<file path="src/rtl/ifetch_unit_if.sv">
// ifetch_unit_if: instruction-memory request/acknowledge bus.
//   req   - fetch request, held until ack
//   addr  - byte address of the fetch
//   ack   - memory returns data this cycle
//   rdata - instruction word, valid when ack=1
// Modports: master (fetch unit side), slave (memory side).
interface ifetch_unit_if;
    logic        req;
    logic [31:0] addr;
    logic        ack;
    logic [31:0] rdata;

    modport master (output req, output addr, input ack, input rdata);
    modport slave  (input req, input addr, output ack, output rdata);
endinterface

</file>
<file path="src/rtl/ifetch_unit.sv">
// ifetch_unit: MIPS instruction fetch stage.
// Holds the PC, fetches over a req/ack bus from a variable-latency memory,
// presents the instruction (with op/funct split out) to the decoder and
// computes the next PC from npc_op when the core accepts the instruction.
//
// Ports:
//   clk         - core clock, rising edge
//   rstn        - asynchronous active-low reset
//   imem        - ifetch_unit_if.master: req/addr out, ack/rdata in
//   inst        - registered instruction
//   op, funct   - inst[31:26], inst[5:0]
//   inst_valid  - inst/pc valid for the core
//   inst_accept - core retires inst this cycle (npc_op, rs_data valid)
//   npc_op      - 00 PLUS4, 01 BRANCH, 10 JUMP, 11 JUMPR
//   rs_data     - jr/jalr target
//   pc          - address of inst
//   pc_plus4    - pc+4, link value
//   fetch_err   - sticky fetch timeout flag
//
// Optional feature, macro IFU_TIMEOUT_EN: after TIMEOUT_CYC cycles without
// ack the request is abandoned and a NOP is delivered with fetch_err set.
// Without the macro fetch_err is tied 0 and the unit waits indefinitely.
module ifetch_unit #(
    parameter logic [31:0] RESET_PC    = 32'h0000_0000,
    parameter int unsigned TIMEOUT_CYC = 16
) (
    input  logic                clk,
    input  logic                rstn,
    ifetch_unit_if.master       imem,
    output logic [31:0]         inst,
    output logic [5:0]          op,
    output logic [5:0]          funct,
    output logic                inst_valid,
    input  logic                inst_accept,
    input  logic [1:0]          npc_op,
    input  logic [31:0]         rs_data,
    output logic [31:0]         pc,
    output logic [31:0]         pc_plus4,
    output logic                fetch_err
);

    typedef enum logic [1:0] {StIdle, StReq, StHold} state_e;

    state_e      state_q, state_d;
    logic [31:0] pc_q, inst_q;
    logic [31:0] next_pc;
    logic [31:0] br_off;
    logic [31:0] fetch_data;
    logic        timeout;
    logic        fetch_done;
    logic        unused_rs;

    // jr/jalr targets are forced word aligned, so the low bits never matter.
    assign unused_rs = ^rs_data[1:0];

`ifdef IFU_TIMEOUT_EN
    localparam int unsigned CntW = $clog2(TIMEOUT_CYC + 1);

    logic [CntW-1:0] wait_cnt_q;
    logic            err_q;

    // Counter sits at 0 outside StReq, so every request starts from 0.
    always_ff @(posedge clk or negedge rstn) begin
        if (!rstn) begin
            wait_cnt_q <= '0;
        end else if (state_q != StReq) begin
            wait_cnt_q <= '0;
        end else if (!imem.ack) begin
            wait_cnt_q <= wait_cnt_q + 1'b1;
        end
    end

    // Fires in the cycle whose missing ack would bring the count to TIMEOUT_CYC.
    assign timeout = (state_q == StReq) && !imem.ack &&
                     (wait_cnt_q == CntW'(TIMEOUT_CYC - 1));

    always_ff @(posedge clk or negedge rstn) begin
        if (!rstn) begin
            err_q <= 1'b0;
        end else if (timeout) begin
            err_q <= 1'b1;
        end
    end

    assign fetch_err = err_q;
`else
    assign timeout   = 1'b0;
    assign fetch_err = 1'b0;
`endif

    assign fetch_done = (state_q == StReq) && (imem.ack || timeout);
    assign fetch_data = timeout ? 32'h0000_0000 : imem.rdata;

    // State register
    always_ff @(posedge clk or negedge rstn) begin
        if (!rstn) begin
            state_q <= StIdle;
        end else begin
            state_q <= state_d;
        end
    end

    // Next-state logic
    always_comb begin
        state_d = state_q;
        unique case (state_q)
            StIdle:  state_d = StReq;
            StReq:   if (fetch_done) state_d = StHold;
            StHold:  if (inst_accept) state_d = StReq;
            default: state_d = StIdle;
        endcase
    end

    // Outputs decoded from state
    always_comb begin
        imem.req   = 1'b0;
        inst_valid = 1'b0;
        unique case (state_q)
            StReq:   imem.req = !timeout;
            StHold:  inst_valid = 1'b1;
            default: ;
        endcase
    end

    // Datapath registers
    always_ff @(posedge clk or negedge rstn) begin
        if (!rstn) begin
            pc_q   <= RESET_PC;
            inst_q <= 32'h0000_0000;
        end else begin
            if (fetch_done) begin
                inst_q <= fetch_data;
            end
            if (state_q == StHold && inst_accept) begin
                pc_q <= next_pc;
            end
        end
    end

    assign pc_plus4 = pc_q + 32'd4;
    assign br_off   = {{14{inst_q[15]}}, inst_q[15:0], 2'b00};

    always_comb begin
        next_pc = pc_plus4;
        unique case (npc_op)
            2'b00: next_pc = pc_plus4;
            2'b01: next_pc = pc_plus4 + br_off;
            2'b10: next_pc = {pc_plus4[31:28], inst_q[25:0], 2'b00};
            2'b11: next_pc = {rs_data[31:2], 2'b00};
            default: next_pc = pc_plus4;
        endcase
    end

    assign imem.addr = pc_q;
    assign pc        = pc_q;
    assign inst      = inst_q;
    assign op        = inst_q[31:26];
    assign funct     = inst_q[5:0];

endmodule

</file>
<file path="src/flat_wrapper.sv">
// flat-port wrapper written by rule: the top's interface ports become plain ports
module ifetch_unit_flat 
#(
    parameter logic [31:0] RESET_PC    = 32'h0000_0000,
    parameter int unsigned TIMEOUT_CYC = 16
)
  (clk, rstn, inst, op, funct, inst_valid, inst_accept, npc_op, rs_data, pc, pc_plus4, fetch_err, imem_req, imem_addr, imem_ack, imem_rdata);
  ifetch_unit_if imem_i ();
  input  logic clk;
  input  logic rstn;
  output logic [31:0] inst;
  output logic [5:0] op;
  output logic [5:0] funct;
  output logic inst_valid;
  input  logic inst_accept;
  input  logic [1:0] npc_op;
  input  logic [31:0] rs_data;
  output logic [31:0] pc;
  output logic [31:0] pc_plus4;
  output logic fetch_err;
  output wire logic [$bits(imem_i.req)-1:0] imem_req;
  output wire logic [$bits(imem_i.addr)-1:0] imem_addr;
  input wire logic [$bits(imem_i.ack)-1:0] imem_ack;
  input wire logic [$bits(imem_i.rdata)-1:0] imem_rdata;
  assign imem_req = imem_i.req;
  assign imem_addr = imem_i.addr;
  assign imem_i.ack = imem_ack;
  assign imem_i.rdata = imem_rdata;
  ifetch_unit #(.RESET_PC(RESET_PC), .TIMEOUT_CYC(TIMEOUT_CYC)) u_core (.clk(clk), .rstn(rstn), .imem(imem_i), .inst(inst), .op(op), .funct(funct), .inst_valid(inst_valid), .inst_accept(inst_accept), .npc_op(npc_op), .rs_data(rs_data), .pc(pc), .pc_plus4(pc_plus4), .fetch_err(fetch_err));
endmodule
</file>
<file path="config.mk">
export PLATFORM = sky130hd
export DESIGN_NAME = ifetch_unit_flat
export DESIGN_NICKNAME = d
export VERILOG_FILES = /design/src/rtl/ifetch_unit_if.sv /design/src/rtl/ifetch_unit.sv /design/src/flat_wrapper.sv
export SDC_FILE = /design/constraint.sdc
export NUM_CORES = 1
export LEC_CHECK = 0
export BUFFER_PORTS_ARGS = -buffer_cell sky130_fd_sc_hd__buf_2
export CAP_MARGIN = 20
export CELL_PAD_IN_SITES_DETAIL_PLACEMENT = 1
export CELL_PAD_IN_SITES_GLOBAL_PLACEMENT = 1
export CORE_ASPECT_RATIO = 1.4
export CORE_MARGIN = 2
export CORE_UTILIZATION = 34
export CTS_BUF_LIST = sky130_fd_sc_hd__clkbuf_2
export CTS_CLUSTER_DIAMETER = 80
export DETAILED_ROUTE_END_ITERATION = 10
export PLACE_DENSITY = 0.85
export SETUP_SLACK_MARGIN = 0.3
export SYNTH_ARGS = -nofsm -noshare
export SYNTH_HDL_FRONTEND = slang
export SYNTH_SLANG_ARGS = --single-unit
</file>
<file path="constraint.sdc">
create_clock -name clk -period 3.7 [get_ports clk]
set_input_delay 0.37 -clock clk [delete_from_list [all_inputs] [get_ports clk]]
set_output_delay 0.37 -clock clk [all_outputs]
set_load 0.02 [all_outputs]
</file>
# Word level (Yosys, flattened, before mapping)
# Index checks and enable logic that the tools add are counted.
# word_totals
out_inout_bits,143
elab_cells,23
ff_bits,66
inputBits,70
# op_classes
n_eq_ne,7
muxes,6
addsub,2
n_reduce_logical,5
# op_table
operator,n
32-bit case mux with 4 select lines,1
"32-bit by 3-bit adder with 32-bit output, second input constant",1
32-bit adder,1
"2-bit equality test, second input constant",3
2-bit case mux with 3 select lines,1
"2-bit by 1-bit equality test with 1-bit output, second input constant",2
2-bit zero test,2
2-bit 2-to-1 mux,2
1-bit logical AND,2
1-bit 2-to-1 mux,2
"2-bit by 1-bit inequality test with 1-bit output, second input constant",1
"2-bit inequality test, second input constant",1
2-bit AND reduction,1

# Longest topological paths before layout
# Gate-level depths: netlist (run 1).
# depth
ltp_word,4
mapped_depth,16

# Worst setup path before layout (run 1)
# Ideal clock, no wire load.
# synth_path
path_kind,register to register
start,reg u_core.pc_q[3] (netlist: u_core.imem.addr[3])
end,reg u_core.pc_q[21] (netlist: u_core.imem.addr[21])
t_arrival_ps,4110
path_buffers,0
period_less_slack_ps,4235
setup_time_ps,125
required_ps,3575
path_stages_with_launch,14
slack_ps,-535
path_cell_list,dfrtp_1 -> ha_1 -> nand4_1 -> or3_1 -> nor2_1 -> xor2_1 -> ha_1 -> and4_4 -> a221o_1 -> a221oi_2 -> o21ai_2 -> xor2_1 -> mux4_2 -> mux2_4
# synth_between
elab_chain_len,3
# synth_rtl
item,line_no,source
start: declaration,ifetch_unit.sv:45,"logic [31:0] pc_q, inst_q;"
start signal: assignment,ifetch_unit.sv:135,pc_q <= next_pc;
32-bit by 3-bit adder with 32-bit output,ifetch_unit.sv:140,assign pc_plus4 = pc_q + 32'd4;
named net pc_plus4[16],flat_wrapper.sv:19,output logic [31:0] pc_plus4;
32-bit adder,ifetch_unit.sv:147,2'b01: next_pc = pc_plus4 + br_off;
32-bit case mux with 4 select lines,ifetch_unit.sv:145,unique case (npc_op)
# The timed path passes the listed nets, and every way through them passes these cells.
# A chain may end at the register's enable or synchronous reset.

# Final worst setup path (run 1)
# layout_path
start,reg u_core.pc_q[3] (netlist: u_core.imem.addr[3])
end,reg u_core.pc_q[21] (netlist: u_core.imem.addr[21])
# layout_between
elab_chain_len,3
# layout_rtl
item,line_no
32-bit by 3-bit adder with 32-bit output *,ifetch_unit.sv:140
32-bit adder,ifetch_unit.sv:147
32-bit case mux with 4 select lines *,ifetch_unit.sv:145
# Mark *: on every way between the ends. The rest lies on a longest branch, timed or not.

==> flow_metrics.tcl, run 1 <==
set metrics [dict create \
    cts-htree-levels 3 \
    slew_viol_final 0 \
    path_class "flop to flop" \
    power_frac_seq 0.152 \
    antenna_found_initial 4 \
    outcome "finished with violations" \
    reg2regPathDepth 14 \
    slowest_delay_ns 0.46 \
    dieWidth_um 114 \
    cts_tree "yes" \
    drt_iter0_drc 408 \
    setup.worst_path.start "u_core.imem.addr[3]" \
    rows 56 \
    fp.dieArea_um2 18100 \
    endpoint_kind "flop" \
    die_h_um 158 \
    synth_seq_area_share 0.277 \
    ant_nets 0 \
    grt-ovfl-total 0 \
    final_cell_area_um2 8420 \
    hold_viol_final 0 \
    cts_max_path_buffers 2 \
    drc_errors 0 \
    synth-edff-count 0 \
    grt_pass1_wl_um 36800 \
    fin_ws_ns -0.0852 \
    ys_types 74 \
    synthToLayoutAreaGrowth_pct 45.4 \
    worst_pin_slew_ns 0.950 \
    post-route-min-period_ns 3.79 \
    min_path_type "input pin to flop" \
    p_int_mw 4.65 \
    root_buffer "clkbuf_2" \
    grt_max_degree 65 \
    crit_chain "ha_4, nand4_1, buf_6, or3_4, nor2_4, xor2_4, ha_4, and4_4, a221o_1, a221oi_2, o21ai_2, xor2_1, mux4_2, mux2_4" \
    cp_max_fo 5 \
    start_util 0.346 \
    cpMaxStageDelayCell "dfrtp_2" \
    required_ns 4.23 \
    syn_area_per_cell_um2 8.90 \
    cts.sinks 64 \
    leakagePower_nw 3.97 \
    clockPowerShare 0.058 \
    cts.clk_slew.worst_paths_ns 0.24 \
    first_pass_iters 5 \
    grt_util_all_layers 0.266 \
    cts_made_buffers 9 \
    dp_hpwl_um 16600 \
    hp-start "rs_data[18]" \
    syn-cell-area_um2 5790 \
    violations "negative setup slack" \
    dpl-instance-area_um2 7170 \
    r2r-start "u_core.imem.addr[3]" \
    vias_per_cell 5.82 \
    whs_endpoint "u_core.imem.addr[18]" \
    setup-tns-final_ns -0.268 \
    switching_share 0.533 \
    r2r-end "u_core.imem.addr[21]" \
    cp_common_cell "ha_4" \
    yosys_warnings 0 \
    ioPinCount 213 \
    ys_seq_elements 64 \
    wire_per_inst_um 23.0 \
    worstPathArrival_ns 4.32 \
    setup_violations 5 \
    final_nets 1031 \
    cp-start-kind "flop" \
    timing.final.crit_share 1.02 \
    drive_gt1_frac 0.480 \
    place_congestion 0.922 \
    utilization 0.503 \
    finalPower_mw 9.97 \
    synthCells 651 \
    coreArea_um2 16700 \
    worst-r2r-setup-slack_ns -0.09 \
    insertion_delay_ns 0.62 \
    dr_total_vias 6627 \
    timing.fmax_ghz 0.264 \
    grt_pass1_vias 6776 \
    routed_wl_um 26200 \
    synth_ff_type "dfrtp_1" \
    p_comb_frac 0.790 \
    port_buffers 203 \
    fin_cells 1138 \
    relSlewSlack 0.364 \
    synth-async-reset-ratio 1.00 \
    max-vdd-ir-drop_uv 503 \
    placed_cells 1049 \
    skew_ns 0.0515 \
    worstHoldPathCells 3 \
    rsz0062_at_grt "yes" \
    power_per_cell_area_nw_per_um2 1180 \
    p_switching_mw 5.32 \
    maxCapViolations 0 \
]
## worst max path at each step
stage	end	slack [ns]	cells past startpoint
2_1_floorplan	u_core.imem.addr[21]	-0.18	12
3_3_place_gp	u_core.imem.addr[21]	-0.09	13
3_5_place_dp	u_core.imem.addr[21]	-0.14	13
4_1_cts	u_core.imem.addr[21]	-0.06	13
5_1_grt	u_core.imem.addr[21]	-0.22	13
6_report	u_core.imem.addr[21]	-0.09	14
## flip-flops by register name, indices dropped and copies added, names as in the netlist
name / cells
u_core.imem.addr: 30
u_core.inst: 32
u_core.state_q: 2
## cell usage after synthesis, types with 13 or more instances
cell	number	share of area
nand3_1	22	0.019
dfrtp_1	64	0.28
o21ai_0	31	0.027
clkbuf_1	16	0.010
xnor2_1	32	0.048
nand2_1	71	0.046
inv_1	16	0.010
buf_4	49	0.064
a21o_1	20	0.026
ha_1	34	0.073
a21oi_1	44	0.038
xor2_1	13	0.020
nor2_1	38	0.025
mux2_2	35	0.068
## kinds of logic (layout without fill, tap and decap cells)
group | count (synthesis) | count (layout) | synth area share
compound gates | 161 | 161 | 0.183
xor+xnor | 46 | 46 | 0.0722
fa+ha+maj | 35 | 35 | 0.0769
buf+inv | 91 | 365 | 0.0925
flops | 64 | 64 | 0.277
mux | 57 | 57 | 0.133
other cells | 1 | 11 | 0.000647
simple gates | 196 | 196 | 0.165
## timing repair
item | in CTS | in global routing
setup endpoints to repair | 19 | 28
resized for setup | 61 | 37
buffers inserted | 20 | 11
pin swaps | 43 | 30
hold buffers | 37 | 1
hold endpoints to repair | 99 | 1
## power by group through the flow
stage / registers (mW) / clock network (mW) / logic, mW
2_1_floorplan: 1.86 / 0 / 4.06
3_3_place_gp: 1.47 / 0 / 6.20
3_5_place_dp: 1.49 / 0 / 6.37
4_1_cts: 1.49 / 0.588 / 7.05
5_1_grt: 1.57 / 0.615 / 8.31
6_report: 1.52 / 0.575 / 7.88
## area by class of cell
class | instances | area, µm²
antenna | 4 | 10.0
sequential | 64 | 1610
timing repair buffer | 331 | 2120
tap | 203 | 254
clock buffer | 9 | 45.0
inverter | 18 | 67.6
clock inverter | 7 | 104
fill | 2000 | 8330
multi-input combinational | 502 | 4210
## metal layers
layer	track usage	share of wire	vias to the layer above
li1	-	-	2883
met1	0.276	0.35	3299
met2	0.502	0.54	347
met3	0.0529	0.058	98
met4	0.137	0.052	0
met5	0	0	-
## placed cells by master, fill, tap and decap left out, types with 7 or more instances in the layout
cell | netlist | layout
buf_2 | 2 | 202
buf_4 | 49 | 78
nand2_1 | 71 | 68
dfrtp_1 | 64 | 61
dlygate4sd3_1 | 0 | 38
mux2_2 | 35 | 35
a21oi_1 | 44 | 35
nor2_1 | 38 | 34
o21ai_0 | 31 | 25
ha_1 | 34 | 24
xnor2_1 | 32 | 20
a21o_1 | 20 | 20
inv_1 | 16 | 16
nand3_1 | 22 | 16
buf_6 | 1 | 13
mux4_2 | 12 | 12
xnor2_2 | 0 | 11
xor2_1 | 13 | 11
nand4_1 | 10 | 10
mux2i_1 | 9 | 9
nor3_1 | 11 | 9
clkbuf_2 | 0 | 9
o22ai_1 | 8 | 8
a21oi_2 | 0 | 8
ha_4 | 0 | 7
conb_1 | 1 | 7
## worst max-delay path, delay by kind of cell, from the launching register on
family | cells | cell delay [ns]
and+or+nand+nor | 4 | 0.84
AOI/OAI and AO/OA | 3 | 0.77
muxes | 2 | 0.72
DFF | 1 | 0.46
adders and majority gates | 2 | 0.38
xor gates and xnor gates | 2 | 0.38
buffers and inverters | 1 | 0.16
## metrics by stage
| step | setup WS [ns] | hold WS, ns |
|---|---|---|
| 3_5_place_dp | -0.138 | 0.479 |
| 4_1_cts | -0.0578 | 0.000903 |
| 5_1_grt | -0.224 | 0.0485 |
| 2_1_floorplan | -0.178 | 0.0744 |
| 6_report | -0.0852 | 0.0858 |
| 3_3_place_gp | -0.0947 | 0.480 |
Note: power is estimated with default switching activity, not from simulation.
==> run 2, diff against run 1 <==
RECOVER_POWER = 100   (was default)
==> run 2 against run 1 <==
The run ends with max-capacitance violations, max-slew violations, negative setup slack left; combinational power shrank 2%; register-to-register slack hardly changed; critical path depth is the same; largest cell class unchanged; highest routed layer unchanged; critical endpoint unchanged; hold slack is essentially flat.
==> flow_metrics.tcl, run 2 (synthesis gave the netlist of run 1 again) <==
set metrics [dict create \
    cp_common_cell "ha_4" \
    grt-ovfl-total 0 \
    crit_chain "ha_4, nand4_1, buf_6, or3_4, nor2_4, xor2_4, ha_4, and4_4, a221o_1, a221oi_2, o21ai_2, xor2_1, mux4_2, mux2_4" \
    first_pass_iters 5 \
    timing.final.crit_share 1.02 \
    place_congestion 0.922 \
    cts_max_path_buffers 2 \
    final_nets 1031 \
    min_path_type "input pin to flop" \
    ioPinCount 213 \
    cts_tree "yes" \
    leakagePower_nw 3.72 \
    drive_gt1_frac 0.389 \
    cts.sinks 64 \
    fp.dieArea_um2 18100 \
    required_ns 4.23 \
    skew_ns 0.0511 \
    start_util 0.346 \
    dp_hpwl_um 16600 \
    mostFrequentLayoutCells "118 x buf_2, 85 x clkbuf_1, 76 x buf_4" \
    maxCapViolations 1 \
    dieWidth_um 114 \
    dr_total_vias 6609 \
    dpl-instance-area_um2 7170 \
    setup_violations 5 \
    root_buffer "clkbuf_2" \
    insertion_delay_ns 0.63 \
    timing.fmax_ghz 0.264 \
    rsz0062_at_grt "yes" \
    coreArea_um2 16700 \
    die_h_um 158 \
    cts.clk_slew.worst_paths_ns 0.25 \
    antenna_found_initial 4 \
    cpMaxStageDelayCell "dfrtp_2" \
    relSlewSlack -0.213 \
    hold_viol_final 0 \
    endpoint_kind "flop" \
    worstHoldPathCells 3 \
    largest_reg_flops 32 \
    worstPathArrival_ns 4.32 \
    grt_pass1_vias 6776 \
    fin_cells 1138 \
    slowest_delay_ns 0.45 \
    worst_pin_slew_ns 1.82 \
    violations "max-capacitance violations, max-slew violations, negative setup slack" \
    cts-htree-levels 3 \
    ant_nets 0 \
    vias_per_cell 5.81 \
    grt_pass1_wl_um 36800 \
    outcome "finished with violations" \
    grt_max_degree 65 \
    slew_viol_final 65 \
    rows 56 \
    synthToLayoutAreaGrowth_pct 43.4 \
    cp_max_fo 5 \
    cts_made_buffers 9 \
    routed_wl_um 26300 \
    reg2regPathDepth 14 \
    path_class "flop to flop" \
    drc_errors 0 \
    port_buffers 203 \
    final_cell_area_um2 8310 \
    wire_per_inst_um 23.1 \
    grt_util_all_layers 0.266 \
    layout_commonest_cell "buf_2" \
    fin_ws_ns -0.0906 \
    post-route-min-period_ns 3.79 \
    cp-start-kind "flop" \
    holdWs_ns 0.0860 \
    placed_cells 1049 \
    drt_iter0_drc 384 \
    power_per_cell_area_nw_per_um2 1190 \
    max-vdd-ir-drop_uv 502 \
]
-- run 2: changes by cell type in the layout (fill, tap and decap cells not counted) --
cell,previous run,this run
clkbuf_1,0,85
buf_4,78,76
clkbuf_2,9,10
buf_2,202,118
-- run 2: where the power goes --
| part | switching (mW) | internal [mW] |
|---|---|---|
| combinational | 4.50 | 3.26 |
| clock | 0.344 | 0.232 |
| sequential | 0.497 | 1.04 |
| total | 5.34 | 4.53 |
-- run 2: repair_timing --
item | 4_1_cts | 5_1_grt
hold buffers | 37 | 1
hold endpoints to repair | 99 | 1
pin swaps | 43 | 30
gates resized for setup | 61 | 37
endpoints found under the setup margin | 19 | 28
setup buffers | 20 | 11
-- run 2: layer usage --
layer / routed length (µm) / vias to the layer above / GRT usage / share of wire
met2: 14300 / 330 / 0.502 / 0.54
li1: - / 2887 / - / -
met3: 1410 / 100 / 0.0529 / 0.054
met1: 9280 / 3292 / 0.276 / 0.35
met5: 0 / - / 0 / 0
met4: 1320 / 0 / 0.137 / 0.050
-- run 2: worst paths after layout --
kind,slack [ns],to,from
max reg2reg,-0.09,u_core.imem.addr[21],u_core.imem.addr[2]
min,0.09,u_core.imem.addr[26],rs_data[26]
max,-0.09,u_core.imem.addr[21],u_core.imem.addr[2]
min reg2reg,0.56,u_core.inst[31],u_core.inst[31]
min in group asynchronous,0.74,u_core.inst[4],rstn
max in group asynchronous,1.79,u_core.imem.addr[3],rstn
-- run 2: stage by stage --
step	power [mW]	utilization	TNS [ns]	setup WS (ns)
floorplan	5.92	-	-0.405	-0.178
global placement	7.67	0.428	-0.0947	-0.0947
detailed placement	7.86	0.428	-0.302	-0.138
CTS	9.13	0.486	-0.0578	-0.0578
global route	10.4	0.496	-0.954	-0.224
finish	9.87	0.496	-0.242	-0.0906
-- run 2: worst max-delay path: cells and delay by family, from the launching register on --
family                     cells  cell delay [ns]
DFF                            1             0.45
AOI/OAI and AO/OA              3             0.77
xor gates and xnor gates       2             0.38
and+or+nand+nor                4             0.84
muxes                          2             0.72
adders and majority gates      2             0.37
buffers and inverters          1             0.16
-- run 2: cell type report --
class | count | area, µm²
diodes | 4 | 10.0
clock buffers | 9 | 45.0
clock inverters | 7 | 104
fillers | 2045 | 8440
inverters | 18 | 67.6
multi-input cells | 502 | 4210
flip-flops and latches | 64 | 1610
well taps | 203 | 254
repair buffers | 331 | 2010
